`src/rtl/uart_pkg.sv`:
```
// Shared serial-line definitions: frame FSM encoding and default widths/rates.
// Used by both the transmit drain stage and the future receive stage.
package uart_pkg;

  localparam int unsigned DefDataWidth  = 8;
  localparam int unsigned DefClksPerBit = 16;

  typedef enum logic [2:0] {
    StIdle  = 3'd0,
    StReq   = 3'd1,
    StWait  = 3'd2,
    StStart = 3'd3,
    StData  = 3'd4,
    StStop  = 3'd5
  } uart_state_e;

endpackage

```
`src/rtl/fifo_uart_tx_if.sv`:
```
// FIFO-side pop handshake plus serial line and status of the UART drain stage.
// The slave modport is the drain stage; the master modport is its environment.
interface fifo_uart_tx_if
  import uart_pkg::*;
#(
  parameter int unsigned d_w = DefDataWidth
);

  logic           en;
  logic           empty;
  logic [d_w-1:0] data_in;
  logic           read;
  logic           tx;
  logic           busy;

  modport master (
    output en,
    output empty,
    output data_in,
    input  read,
    input  tx,
    input  busy
  );

  modport slave (
    input  en,
    input  empty,
    input  data_in,
    output read,
    output tx,
    output busy
  );

endinterface

```
`src/rtl/baud_tick.sv`:
```
// Bit-period timer: one-cycle tick on the last cycle of every clks_per_bit period.
// Held at zero while clr is high so the first period after clr is full length.
module baud_tick
  import uart_pkg::*;
#(
  parameter int unsigned clks_per_bit = DefClksPerBit
) (
  input  logic clk,
  input  logic rst,
  input  logic clr,
  output logic tick
);

  localparam int unsigned    CntW    = $clog2(clks_per_bit);
  localparam logic [CntW-1:0] CntLast = CntW'(clks_per_bit - 1);

  logic [CntW-1:0] cnt_q;

  always_ff @(posedge clk) begin
    if (!rst || clr) begin
      cnt_q <= '0;
    end else if (cnt_q == CntLast) begin
      cnt_q <= '0;
    end else begin
      cnt_q <= cnt_q + 1'b1;
    end
  end

  assign tick = !clr && (cnt_q == CntLast);

endmodule

```
`src/rtl/fifo_uart_tx.sv`:
```
// FIFO drain stage: pops one word when the FIFO is non-empty and sends it as
// start bit, d_w data bits LSB first, and one stop bit.
module fifo_uart_tx
  import uart_pkg::*;
#(
  parameter int unsigned d_w          = DefDataWidth,
  parameter int unsigned clks_per_bit = DefClksPerBit
) (
  input logic           clk,
  input logic           rst,
  fifo_uart_tx_if.slave bus
);

  localparam int unsigned     IdxW    = $clog2(d_w) + 1;
  localparam logic [IdxW-1:0] IdxLast = IdxW'(d_w - 1);

  uart_state_e     state_q;
  logic [d_w-1:0]  shift_q;
  logic [d_w-1:0]  shift_next;
  logic [IdxW-1:0] idx_q;
  logic            tx_q;
  logic            read_q;
  logic            baud_clr;
  logic            tick;

  // Baud timer only runs while a frame is on the line.
  assign baud_clr   = (state_q == StIdle) || (state_q == StReq) || (state_q == StWait);
  assign shift_next = shift_q >> 1;

  baud_tick #(
    .clks_per_bit(clks_per_bit)
  ) u_baud_tick (
    .clk (clk),
    .rst (rst),
    .clr (baud_clr),
    .tick(tick)
  );

  always_ff @(posedge clk) begin
    if (!rst) begin
      state_q <= StIdle;
      shift_q <= '0;
      idx_q   <= '0;
      tx_q    <= 1'b1;
      read_q  <= 1'b0;
    end else begin
      unique case (state_q)
        StIdle: begin
          tx_q <= 1'b1;
          if (bus.en && !bus.empty) begin
            state_q <= StReq;
            read_q  <= 1'b1;
          end
        end
        StReq: begin
          read_q  <= 1'b0;
          state_q <= StWait;
        end
        // FIFO data_out is valid now, one cycle after the pop strobe.
        StWait: begin
          shift_q <= bus.data_in;
          idx_q   <= '0;
          tx_q    <= 1'b0;
          state_q <= StStart;
        end
        StStart: begin
          if (tick) begin
            tx_q    <= shift_q[0];
            state_q <= StData;
          end
        end
        StData: begin
          if (tick) begin
            shift_q <= shift_next;
            idx_q   <= idx_q + 1'b1;
            if (idx_q == IdxLast) begin
              tx_q    <= 1'b1;
              state_q <= StStop;
            end else begin
              tx_q <= shift_next[0];
            end
          end
        end
        StStop: begin
          if (tick) begin
            state_q <= StIdle;
          end
        end
        default: begin
          state_q <= StIdle;
          tx_q    <= 1'b1;
          read_q  <= 1'b0;
        end
      endcase
    end
  end

  assign bus.read = read_q;
  assign bus.tx   = tx_q;
  assign bus.busy = (state_q != StIdle);

endmodule

```
`src/flat_wrapper.sv`:
```
// flat-port wrapper written by rule: the top's interface ports become plain ports
module fifo_uart_tx_flat import uart_pkg::*;
#(
  parameter int unsigned d_w          = DefDataWidth,
  parameter int unsigned clks_per_bit = DefClksPerBit
)
  (clk, rst, bus_en, bus_empty, bus_data_in, bus_read, bus_tx, bus_busy);
  fifo_uart_tx_if #(.d_w(d_w)) bus_i ();
  input logic clk;
  input logic rst;
  input wire logic [$bits(bus_i.en)-1:0] bus_en;
  input wire logic [$bits(bus_i.empty)-1:0] bus_empty;
  input wire logic [$bits(bus_i.data_in)-1:0] bus_data_in;
  output wire logic [$bits(bus_i.read)-1:0] bus_read;
  output wire logic [$bits(bus_i.tx)-1:0] bus_tx;
  output wire logic [$bits(bus_i.busy)-1:0] bus_busy;
  assign bus_i.en = bus_en;
  assign bus_i.empty = bus_empty;
  assign bus_i.data_in = bus_data_in;
  assign bus_read = bus_i.read;
  assign bus_tx = bus_i.tx;
  assign bus_busy = bus_i.busy;
  fifo_uart_tx #(.d_w(d_w), .clks_per_bit(clks_per_bit)) u_core (.clk(clk), .rst(rst), .bus(bus_i));
endmodule
```
`config.mk`:
```
export PLATFORM = sky130hd
export DESIGN_NAME = fifo_uart_tx_flat
export DESIGN_NICKNAME = d
export VERILOG_FILES = /design/src/rtl/uart_pkg.sv /design/src/rtl/fifo_uart_tx_if.sv /design/src/rtl/baud_tick.sv /design/src/rtl/fifo_uart_tx.sv /design/src/flat_wrapper.sv
export SDC_FILE = /design/constraint.sdc
export NUM_CORES = 1
export LEC_CHECK = 0
export ABC_AREA = 0
export BUFFER_PORTS_ARGS = -buffer_cell sky130_fd_sc_hd__clkbuf_2
export CAP_MARGIN = 0
export CORE_MARGIN = 10
export CORE_UTILIZATION = 50
export CTS_CLUSTER_SIZE = 24
export DETAILED_ROUTE_END_ITERATION = 16
export PLACE_DENSITY_LB_ADDON = 0.1
export SLEW_MARGIN = 20
export SYNTH_ARGS = -nofsm -noshare
export SYNTH_HDL_FRONTEND = slang
export SYNTH_SLANG_ARGS = --single-unit
```
`constraint.sdc`:
```
create_clock -name clk -period 1.4 [get_ports clk]
set_input_delay 0.07 -clock clk [delete_from_list [all_inputs] [get_ports clk]]
set_output_delay 0.07 -clock clk [all_outputs]
set_load 0.03 [all_outputs]
```
==> impl_results.md, run 1 <==
* Status: complete, but fails checks
* Final slew viol count at 0
* Max Fclk at 0.6787 GHz
* Max stage delay on crit path at roughly 0.37 ns
* Post-synthesis xor/xnor area fraction at 0.02419
* Initial antenna violation count at 0
* Minimum clock period at 1.473 ns
* # diodes at 0
* Buf+Inv Stages, Crit Path at 3
* R2R Path End: u_core.shift_q[2]
* Die Span Y at 66.61 um
* Clk sinks at 21
* Critical-path cell list: ha_4 > nand3_4 > buf_6 > o21ai_4 > buf_6 > buf_4 > a21oi_1 > a311oi_1
* Drt wl/cell at roughly 15 um
* R2r worst-path depth at 8
* Max cap viols at 0
* HPWL after DPL at around 1800 um
* Post-place setup slack at -0.1250 ns
* DRC violations left at 0
* Slew HR at 0.7312
* Yosys top cell by area: dfxtp_1
* Critical Path Source: u_core.u_baud_tick.cnt_q[1]
* Die area at approximately 4400 um^2
* Fin nets at 176
* R2R Setup Slk at -0.07 ns
* Worst hold path depth at 3
* CTS buffer count at 3
* Gr ovfl total at 0
* P per Cell Area at 1567 nW/um^2
* Commonest cells after routing, fill and taps aside: buf_4, dfxtp_1, clkbuf_2, nand2_1
* Yosys Warn Count at 0
* Post-synth top flop: dfxtp_1
* Largest cells by area after synthesis: dfxtp_1, mux2i_1, a311oi_1
* Die W at 66.61 um
* Vias per cell at about 5.5
* CTS root buf: clkbuf_4
* Hold Path Class: input port to flop
* Fin. Hold Viols at 0
* Vias in the first global route at between 900 and 1000
* RSZ-0062 raised after global routing: yes
* Synth top area share at 0.3871
* Hold EP: u_core.shift_q[7]
* Crit path DAT at 1.70 ns
* Adder-Cell Fraction of Synth Area at 0.02304
* Register bit total from synthesis at 21
* Global-route wire length before repair at 4340 um
* H-tree depth at 1
* Largest family of logic cells by synthesized area: compound AO/OA/AOI/OAI gates
* Largest net degree at the start of global routing at 19
* Cell row count at 16
* Crit-path slowest cell: dfxtp_2
* Most common cell after layout, fill and taps aside: buf_4
* Iteration-0 DRC count of the detailed router at 49
* CP Capture Type: flop
* Post-Synthesis Cells at 121
* Finished Cell Area at 1536 um^2
* Crit path top cell by count: buf_6
* Share of layout cells above drive strength 1 at 0.4472
* Placed Area at 1277 um^2
* Post-synth cell types at 40
* CP Max Fanout at 5
* Post-synthesis simple-gate area fraction at 0.1970
* Syn nets at ~140
* Worst Tran Pin Value at 0.3989 ns
* GPL Wtd Cong at about 0.8
* Proportion of synthesized area in mux cells at 0.09217
* Maximum clock path buffer count at 2
* Clock Skew at 0.007012 ns
* Synthesized cell area at 1086 um^2
* Final ANT Viol Nets at 0
* Asr flop ratio synth at 0
* Area fraction in compound gates after synthesis at 0.2120
* Initial Utilization at 0.5371
* Path type of the worst setup path: flop to flop
* Worst-path clk slew at 0.12 ns
* Overall Global Routing Usage at 0.1215
* Final setup viols at 9
* Worst setup margin at -0.07339 ns
* Core Box Area at 2022 um^2
* Sequential area share after synthesis at 0.3871
* Synth Area per Inst at 8.976 um^2
* # hold bufs at CTS at 0
* Critical R2R Launch: u_core.u_baud_tick.cnt_q[1]
* Nature of the critical path startpoint: flop
* Family with the most delay on the worst path: compound AO/OA/AOI/OAI gates
* Worst VDD drop at 0.001134 V
* Number of I/O pins at 15
* TritonCTS clock tree: done
* WP data required at between 1.5 and 2 ns
* Port bufs at 14
* Layout area overhead at 41.47%
* Fin crit share at 1.052
* Clk_lat worst skew at 0.30 ns
* Vias after detailed routing at between 1000 and 1500
* Violated checks: setup timing
* Hold path startpoint: bus_data_in[7]
* Post-Route WL at 2782 um
* Initial DRT Pass Iterations at 4
* LEAKAGE at just under 0.0006 uW
* Number of flops mapped to enable cells by yosys at 0
## cell families after synthesis
family / Yosys count
XOR/XNOR: 3
multiplexers: 10
AO/OA/AOI/OAI: 35
buffers and inverters: 12
AND/OR/NAND/NOR: 38
flip-flops: 21
adder cells (fa/ha/maj): 2
## worst max path at each step
stage               cells after the start                 to  slack (ns)
finish                                  8  u_core.shift_q[2]       -0.07
global route                            8  u_core.shift_q[2]       -0.19
global placement                        5    u_core.idx_q[3]       -0.06
floorplan                               5    u_core.idx_q[3]       -0.11
detailed placement                      5    u_core.idx_q[3]       -0.13
CTS                                     5    u_core.idx_q[3]       -0.10
## sequential cells by signal (all words and copies together), names as in the netlist
signal and cells:
u_core.shift_q 8, u_core.idx_q 4, u_core.u_baud_tick.cnt_q 4, u_core.state_q 3, u_core.bus.read 1, u_core.bus.tx 1
## through the flow
stage	utilization	TNS, ns	instances	total power [uW]	hold WS (ns)
floorplan	-	-0.1075	121	1474	0.2455
global placement	0.6318	-0.1596	172	1715	0.3659
detailed placement	0.6318	-0.4334	172	1735	0.3675
CTS	0.7085	-0.1463	182	2214	0.04517
global route	0.7599	-1.247	188	2556	0.07379
finish	0.7599	-0.3395	188	2408	0.05175
## metal layers
layer,GRT usage,vias to the layer above,share of wire
met4,0.04450,0,0.016
met1,0.1438,473,0.45
met3,0.03846,4,0.049
met2,0.1991,25,0.48
met5,0,-,0
li1,-,528,-
## where the power goes
part | leakage [uW] | internal [uW] | switching, uW
registers | 0.000174 | 727 | 116
logic | 0.000406 | 651 | 623
clock network | 0.0000150 | 111 | 179
## cell usage after synthesis, types with 3 or more instances
master and instances:
a21oi_1 11, nand4_1 3, o21ai_0 6, nor2_1 9, dfxtp_1 21, nand3_1 4
a311oi_1 7, nand2_1 10, mux2i_1 10, buf_2 3
## layout make-up
| class | count | area (um^2) |
|---|---|---|
| Clock buffer | 4 | 26.28 |
| Timing Repair Buffer | 44 | 339.1 |
| Multi-Input combinational cell | 88 | 691.9 |
| Tap cell | 27 | 33.78 |
| Inverter | 4 | 15.01 |
| Sequential cell | 21 | 430.4 |
| Fill cell | 159 | 485.5 |
## tightest hold or removal path, stage by stage
cell and delay, ns:
clkbuf_2 0.08, nand4_1 0.09, a21oi_1 0.07
## timing repair
action | CTS | global route
resized for setup | 20 | 15
buffers inserted | 6 | 6
endpoints found under the setup margin | 14 | 14
pin swaps | 10 | 14
(Power assumes the default switching activity.)
==> run 2: changes to the inputs <==
--- a/config.mk
+++ b/config.mk
@@ -16,4 +16,5 @@
 export SLEW_MARGIN = 20
 export SYNTH_ARGS = -nofsm -noshare
 export SYNTH_HDL_FRONTEND = slang
+export SYNTH_HIERARCHICAL = 1
 export SYNTH_SLANG_ARGS = --single-unit
==> run 2 against run 1 <==
The run still ends with setup timing left. Sequential share of layout area down 0.49 points. Worst hold slack better by 0.039 ns. Via count down 3.7%. Count of clock-buffer cells in the layout down 1. Maximum frequency down 10%. Global-route usage down 0.83 points. Largest power group is now sequential cells. Highest routed layer unchanged.
==> impl_results.md, run 2 <==
* Nature of the critical path startpoint: flop
* Critical R2R Launch: u_core/state_q[2]
* H-tree depth at 1 (unchanged)
* # hold bufs at CTS at 0 (unchanged)
* Initial DRT Pass Iterations at 4 (unchanged)
* DRC violations left at 0 (unchanged)
* R2R Setup Slk at -0.24 ns (-0.17 ns)
* Fin crit share at 1.171 (+0.1182)
* Die Span Y at 67.64 um (+1.6%)
* Top reg by flops: u_core/shift_q
* Die W at 67.64 um (+1.6%)
* Number of I/O pins at 15 (unchanged)
* Status: complete, but fails checks
* Port bufs at 14 (unchanged)
* Worst-path clk slew at 0.12 ns (about the same)
* Clk sinks at 21 (unchanged)
* CP Max Fanout at 4 (-1)
* Max Fclk at 0.6102 GHz (-10%)
* Slew HR at 0.8024 (+0.07119)
* Syn nets at 135 (unchanged)
* Sequential area share after synthesis at 0.3705 (-0.01664)
* Die area at 4575 um^2 (+3.1%)
* Worst VDD drop at 0.0007594 V (-33%)
* Violated checks: setup timing
* Most common cell after layout, fill and taps aside: buf_4
* Max cap viols at 0 (unchanged)
* Worst hold path depth at 3 (unchanged)
* Fin. Hold Viols at 0 (unchanged)
* Finished Cell Area at 1564 um^2 (+1.8%)
* Count leader, synth: dfxtp_1
* Reg power frac at 0.463 (+0.113)
* Post-synth top flop: dfxtp_1
* Vias in the first global route at 985 (-1.1%)
* Worst Tran Pin Value at 0.2932 ns (-0.1057 ns)
* Switching power at 458.2 uW (-50%)
* RSZ-0062 raised after global routing: yes
* Largest net degree at the start of global routing at 17 (-2)
* Final slew viol count at 0 (unchanged)
* Hold Path Class: input port to flop
* Share of layout cells above drive strength 1 at 0.4747 (+0.02748)
* Clk_lat worst skew at 0.30 ns (about the same)
* Final setup TNS at -2.613 ns (-2.273 ns)
* # diodes at 0 (unchanged)
* LEAKAGE at 0.0007191 uW (+21%)
* Yosys top cell by area: dfxtp_1
* Final setup viols at 15 (+6)
* Top cells by count, synth: dfxtp_1, nand2_1, mux2i_1, nor2_1, o211a_1
* CTS buffer count at 3 (unchanged)
* Fillers at 164 (+3.1%)
* Internal power at 1012 uW (-32%)
* Post-Route WL at 2597 um (-6.6%)
* Minimum clock period at 1.639 ns (+0.1655 ns)
* Fin cells at 186 (-1.1%)
* WP data required at 1.64 ns (+0.02 ns)
* Initial antenna violation count at 0 (unchanged)
* P per Cell Area at 940.1 nW/um^2 (-40%)
* Critical Path Source: u_core/state_q[2]
* Synthesized cell area at 1135 um^2 (+4.5%)
* Yosys Warn Count at 6 (+6)
* Number of flops mapped to enable cells by yosys at 0 (unchanged)
* CTS root buf: clkbuf_4
* Post-Synthesis Cells at 120 (-0.83%)
* Area of the multi-input gates at 709.4 um^2 (+2.5%)
* Pwr Total at 1470 uW (-39%)
* Synth top area share at 0.3705 (-0.01664)
* R2R Path End: u_core/bus.tx
* Gr ovfl total at 0 (unchanged)
* Final ANT Viol Nets at 0 (unchanged)
* Clock Skew at 0.005254 ns (-0.001758 ns)
* Combinational share of power at 0.338 (-0.191)
* Vias per cell at 5.333 (-2.7%)
* GPL Wtd Cong at 0.8023 (+0.12%)
* Cell row count at 17 (+1)
* Global-route wire length before repair at 4133 um (-4.8%)
* Max reg flops at 8 (unchanged)
* Asr flop ratio synth at 0 (unchanged)
* Layout area overhead at 37.82%
* # placed instances at 171 (-0.58%)
* Clock Power Share at 0.199 (+0.078)
* Path type of the worst setup path: flop to flop
* Hold EP: u_core/shift_q[7]
* Post-place setup slack at -0.2622 ns (-0.1372 ns)
* FF/Latch Area at 430.4 um^2 (unchanged)
* Vias after detailed routing at 992 (-3.7%)
* Iteration-0 DRC count of the detailed router at 38 (-22%)
* Regs by FF count: u_core/shift_q x8, u_core/idx_q x4, u_core/u_baud_tick/cnt_q x4
* CP Capture Type: flop
* Largest cells by area after synthesis: dfxtp_1, mux2i_1, o211a_1
* Fin nets at 174 (-1.1%)
* Core Box Area at 2191 um^2 (+8.4%)
* Overall Global Routing Usage at 0.1132 (-0.008304)
* Register bit total from synthesis at 21 (unchanged)
* Hold path startpoint: bus_data_in[7]
* Sw Share at 0.3117 (-0.06970)
* Post-synth cell types at 38 (-5.0%)
* Drt wl/cell at 13.96 um (-5.6%)
* Maximum clock path buffer count at 2 (unchanged)
* TritonCTS clock tree: done
* Worst setup margin at -0.2389 ns (-0.1655 ns)
* Synth Area per Inst at 9.457 um^2 (+5.4%)
* Commonest cells after routing, fill and taps aside: buf_4, dfxtp_1, clkbuf_2, mux2i_1, nand2_1
* Initial Utilization at 0.5180 (-0.01914)
* HPWL after DPL at 1702 um (-6.6%)
* Crit path DAT at 1.88 ns (+0.18 ns)
* Placed Area at 1364 um^2 (+6.8%)
* R2r worst-path depth at 9 (+1)
[run 2: cell types whose count changed after synthesis, sizes merged, moves of 4 or more]
cell | before | now
a311oi | 7 | 0
o211a | 0 | 7
a21oi | 11 | 5
nor3 | 0 | 4
o21ai | 9 | 5
[run 2: critical path: stages, from the launching register on]
cell and delay [ns]:
dfxtp_4 0.39, inv_4 0.04, ha_4 0.14, o21bai_4 0.17
nor2_4 0.15, buf_6 0.14, or2b_1 0.14, a21oi_2 0.07
a21oi_2 0.13, mux2i_1 0.19
[run 2: power by group through the flow]
| stage | Combinational (uW) | Sequential [uW] | Clock, uW |
|---|---|---|---|
| 6_report | 497 | 681 | 292 |
| 5_1_grt | 534 | 688 | 320 |
| 4_1_cts | 406 | 679 | 302 |
| 3_5_place_dp | 364 | 697 | 0 |
| 3_3_place_gp | 357 | 694 | 0 |
| 2_1_floorplan | 242 | 705 | 0 |
[run 2: cell families after synthesis]
kind of cell / after synthesis / share of synthesized area
simple gates: 43 / 0.2260
fa+ha+maj: 3 / 0.03308
compound gates: 26 / 0.1874
mux: 9 / 0.07939
flops: 21 / 0.3704
buf+inv: 14 / 0.07276
xor+xnor: 4 / 0.03088
[run 2: area by class of cell]
class,instances,share of cell area
Inverter,6,0.01760
Clock inverter,1,0.003200
Timing Repair Buffer,42,0.2136
Tap cell,28,0.02240
Multi-Input combinational cell,85,0.4536
Sequential cell,21,0.2752
Clock buffer,3,0.01440
[run 2: worst max-delay path by stage]
stage,end,cells past startpoint
3_5_place_dp,u_core/shift_q[0],9
2_1_floorplan,u_core/shift_q[3],11
3_3_place_gp,u_core/bus.tx,9
6_report,u_core/bus.tx,9
4_1_cts,u_core/shift_q[0],9
5_1_grt,u_core/bus.tx,9
[run 2: timing repair]
| action | 4_1_cts | 5_1_grt |
|---|---|---|
| endpoints found under the setup margin | 16 | 16 |
| gates resized for setup | 15 | 11 |
| setup buffers | 3 | 9 |
| pin swaps | 4 | 10 |
| endpoints found under the hold margin | 0 | 0 |
[run 2: per-stage QoR]
| step | util | hold slack (ns) |
|---|---|---|
| 6_report | 0.7139 | 0.09120 |
| 5_1_grt | 0.7139 | 0.09998 |
| 2_1_floorplan | - | 0.2119 |
| 3_3_place_gp | 0.6225 | 0.4073 |
| 3_5_place_dp | 0.6225 | 0.4080 |
| 4_1_cts | 0.6670 | 0.07733 |
[run 2: routing by layer]
layer / global-route usage / wire, um
met1: 0.1379 / 1134
met2: 0.1796 / 1311
met3: 0.02975 / 116
met4: 0.05641 / 34
met5: 0 / 0
==> run 3: changes to the inputs <==
--- a/config.mk
+++ b/config.mk
@@ -5,9 +5,10 @@
 export SDC_FILE = /design/constraint.sdc
 export NUM_CORES = 1
 export LEC_CHECK = 0
-export ABC_AREA = 0
+export ABC_AREA = 1
 export BUFFER_PORTS_ARGS = -buffer_cell sky130_fd_sc_hd__clkbuf_2
 export CAP_MARGIN = 0
+export CORE_ASPECT_RATIO = 1.5
 export CORE_MARGIN = 10
 export CORE_UTILIZATION = 50
 export CTS_CLUSTER_SIZE = 24
==> run 3 against run 2 <==
Highest routed layer unchanged. Largest power group is now combinational logic. Sequential share of layout area up 1.3 points. Non-clock buffer count down 8. The flow still finishes with violations (setup timing). Critical path type unchanged. Design area down 4.6%. Synthesized area down 3.5%. Clock power about the same. Worst hold slack worse by 0.0036 ns.
==> impl_results.md, run 3 <==
* Largest net degree at the start of global routing at 13 (-4)
* Initial DRT Pass Iterations at 4 (unchanged)
* RSZ-0062 raised after global routing: yes
* CP Max Fanout at 3 (-1)
* Final core occ at 0.7268 (+0.01295)
* Most common cell after layout, fill and taps aside: nand2_1
* Synth top area share at 0.3840 (+0.01355)
* CTS root buf: clkbuf_4
* Final slew viol count at 0 (unchanged)
* M1 GR Usage at 0.1104 (-0.02749)
* Post-synth top flop: dfxtp_1
* Regs by FF count: u_core/shift_q x8, u_core/idx_q x4, u_core/u_baud_tick/cnt_q x4
* Final setup TNS at -1.070 ns (+1.543 ns)
* Critical R2R Launch: u_core/state_q[1]
* Sequential area share after synthesis at 0.3840 (+0.01355)
* Vias per cell at 5.161 (-3.2%)
* Top reg by flops: u_core/shift_q
* Hold Path Class: input port to flop
* Worst-path clk slew at 0.12 ns (about the same)
* Vias in the first global route at 1146 (+16%)
* Yosys top cell by area: dfxtp_1
* Count leader, synth: nand2_1
* R2r worst-path depth at 12 (+3)
* Drt wl/cell at 12.29 um (-12%)
* GRT busiest layer: met2
* R2R Path End: u_core/state_q[2]
* Yosys Warn Count at 6 (unchanged)
* Internal power at 1450 uW (+43%)
* Final setup viols at 16 (+1)
* Clock Power Share at 0.114 (-0.085)
* Fin. Hold Viols at 0 (unchanged)
* Switching power at 1084 uW (+140%)
* Met2 Track Usage GR at 0.2080 (+0.02840)
* Overall Global Routing Usage at 0.1112 (-0.002044)
* Sw Share at 0.4279 (+0.1162)
* Grt met3 use at 0.02142 (-0.008335)
* P per Cell Area at 1699 nW/um^2 (+81%)
* # diodes at 0 (unchanged)
* Pwr Total at 2534 uW (+72%)
* Top cells by count, synth: nand2_1, nor2_1, dfxtp_1, inv_1, o21ai_0
* Worst Tran Pin Value at 0.2670 ns (-0.02626 ns)
* Post-synth cell types at 20 (-47%)
* Path type of the worst setup path: flop to flop
* LEAKAGE at 0.0007058 uW (-1.9%)
* Violated checks: setup timing
* Reg power frac at 0.332 (-0.131)
* Die W at 58.21 um (-14%)
* Fin crit share at 1.089 (-0.08136)
* Share of layout cells above drive strength 1 at 0.3980 (-0.07667)
* WP data required at 1.64 ns (about the same)
* Hold path startpoint: bus_data_in[5]
* Max Fclk at 0.6558 GHz (+7.5%)
* Synth Area per Inst at 6.595 um^2 (-30%)
* Post-place setup slack at -0.1074 ns (+0.1549 ns)
* Register bit total from synthesis at 21 (unchanged)
* Largest cells by area after synthesis: dfxtp_1, nand2_1, nor2_1
* Synthesized cell area at 1095 um^2 (-3.5%)
* Hold EP: u_core/shift_q[5]
* HPWL after DPL at 2009 um (+18%)
* Clk_lat worst skew at 0.29 ns (about the same)
* GPL Wtd Cong at 0.8322 (+3.7%)
* Max cap viols at 0 (unchanged)
* Minimum clock period at 1.525 ns (-0.1139 ns)
* Commonest cells after routing, fill and taps aside: nand2_1, nor2_1, dfxtp_1, buf_4, clkbuf_2
* CTS buffer count at 3 (unchanged)
* Global-route wire length before repair at 4312 um (+4.3%)
* Initial antenna violation count at 0 (unchanged)
* Final ANT Viol Nets at 0 (unchanged)
* Nature of the critical path startpoint: flop
* Clk sinks at 21 (unchanged)
* TritonCTS clock tree: done
* R2R Setup Slk at -0.12 ns (+0.11 ns)
* Initial Utilization at 0.5335 (+0.01555)
* Fin nets at 217 (+25%)
* Port bufs at 14 (unchanged)
* Status: complete, but fails checks
* Asr flop ratio synth at 0 (unchanged)
* Die Span Y at 77.31 um (+14%)
* DRC violations left at 0 (unchanged)
* H-tree depth at 1 (unchanged)
* Combinational share of power at 0.554 (+0.216)
* Slew HR at 0.8201 (+0.01769)
* Fin cells at 223 (+20%)
* Core Box Area at 2052 um^2 (-6.3%)
* Cell row count at 20 (+3)
* Max reg flops at 8 (unchanged)
* Syn nets at 181 (+34%)
* Crit path DAT at 1.76 ns (-0.12 ns)
* Gr ovfl total at 0 (unchanged)
* CP Capture Type: flop
* Vias after detailed routing at 1151 (+16%)
* # placed instances at 215 (+26%)
* Clock Skew at 0.002002 ns (-0.003252 ns)
* Worst hold path depth at 5 (+2)
* Number of I/O pins at 15 (unchanged)
* Post-Route WL at 2741 um (+5.5%)
* Worst VDD drop at 0.0009858 V (+30%)
* Post-Synthesis Cells at 166 (+38%)
* Iteration-0 DRC count of the detailed router at 29 (-24%)
* Layout area overhead at 36.23%
* Die area at 4500 um^2 (-1.6%)
* Worst setup margin at -0.1250 ns (+0.1139 ns)
* Number of flops mapped to enable cells by yosys at 0 (unchanged)
* Maximum clock path buffer count at 2 (unchanged)
[run 3: cell types whose count changed after synthesis, sizes merged, moves of 4 or more]
cell	before	now
nand2	11	47
o21ai	5	12
o211a	7	0
mux2i	9	0
nor2	9	36
a21oi	5	9
inv	6	19
buf	6	2
nor3	4	0
[run 3: worst max path at each step]
stage / startpoint / to / slack, ns / depth (start not counted)
finish: u_core/state_q[1] / u_core/state_q[2] / -0.12 / 12
global route: u_core/state_q[1] / u_core/state_q[2] / -0.22 / 12
CTS: u_core/state_q[1] / u_core/state_q[0] / -0.11 / 11
detailed placement: u_core/state_q[1] / u_core/shift_q[6] / -0.11 / 9
global placement: u_core/state_q[1] / u_core/shift_q[6] / -0.07 / 9
floorplan: u_core/state_q[1] / u_core/state_q[2] / -0.03 / 12
[run 3: timing repair]
action,4_1_cts,5_1_grt
gates resized for setup,12,16
pin swaps,6,6
endpoints found under the hold margin,1,0
setup endpoints to repair,15,16
hold buffers,1,0
buffers inserted,1,2
[run 3: area by class of cell]
| cell class | count | area (um^2) |
|---|---|---|
| multi-input combinational | 121 | 669.4 |
| timing repair buffer | 34 | 242.7 |
| fill | 170 | 560.5 |
| sequential | 21 | 429.2 |
| tap | 22 | 27.53 |
| inverter | 21 | 96.34 |
| clock buffer | 4 | 26.28 |
[run 3: cells by family after synthesis]
family / share of synthesized area
AO/OA/AOI/OAI: 0.1029
XOR/XNOR: 0.008001
adder cells (fa/ha/maj): 0.03429
buffers and inverters: 0.1017
flip-flops: 0.3840
AND/OR/NAND/NOR: 0.3692
[run 3: power by group through the flow]
stage                     sequential, uW  clock, uW  combinational (uW)
final                                841        290                1400
after global routing                 857        318                1550
after CTS                            839        295                1260
after detailed placement             850          0                1200
after global placement               841          0                1170
after floorplan                      895          0                 788
[run 3: stage by stage]
stage	area, um^2	hold slack, ns
finish	1491	0.08761
global route	1491	0.1162
CTS	1418	0.08603
detailed placement	1335	0.3139
global placement	1335	0.3155
floorplan	1144	0.2170
[run 3: metal layers]
metal | vias to the layer above | wire length [um] | part of all wire
li1 | 590 | - | -
met5 | - | 0 | 0
met2 | 18 | 1484 | 0.54
met3 | 8 | 86 | 0.031
met1 | 535 | 1101 | 0.40
met4 | 0 | 68 | 0.025
[run 3: worst max-delay path, stage by stage (launching register included)]
cell and delay (ns):
dfxtp_4 0.40, inv_4 0.04, ha_4 0.14, or2_4 0.24, nor2_4 0.10, inv_2 0.06
nand2_2 0.07, nor2_4 0.05, inv_2 0.06, nand3_2 0.06, nor2_2 0.11, nor2_1 0.06
nor2_1 0.08
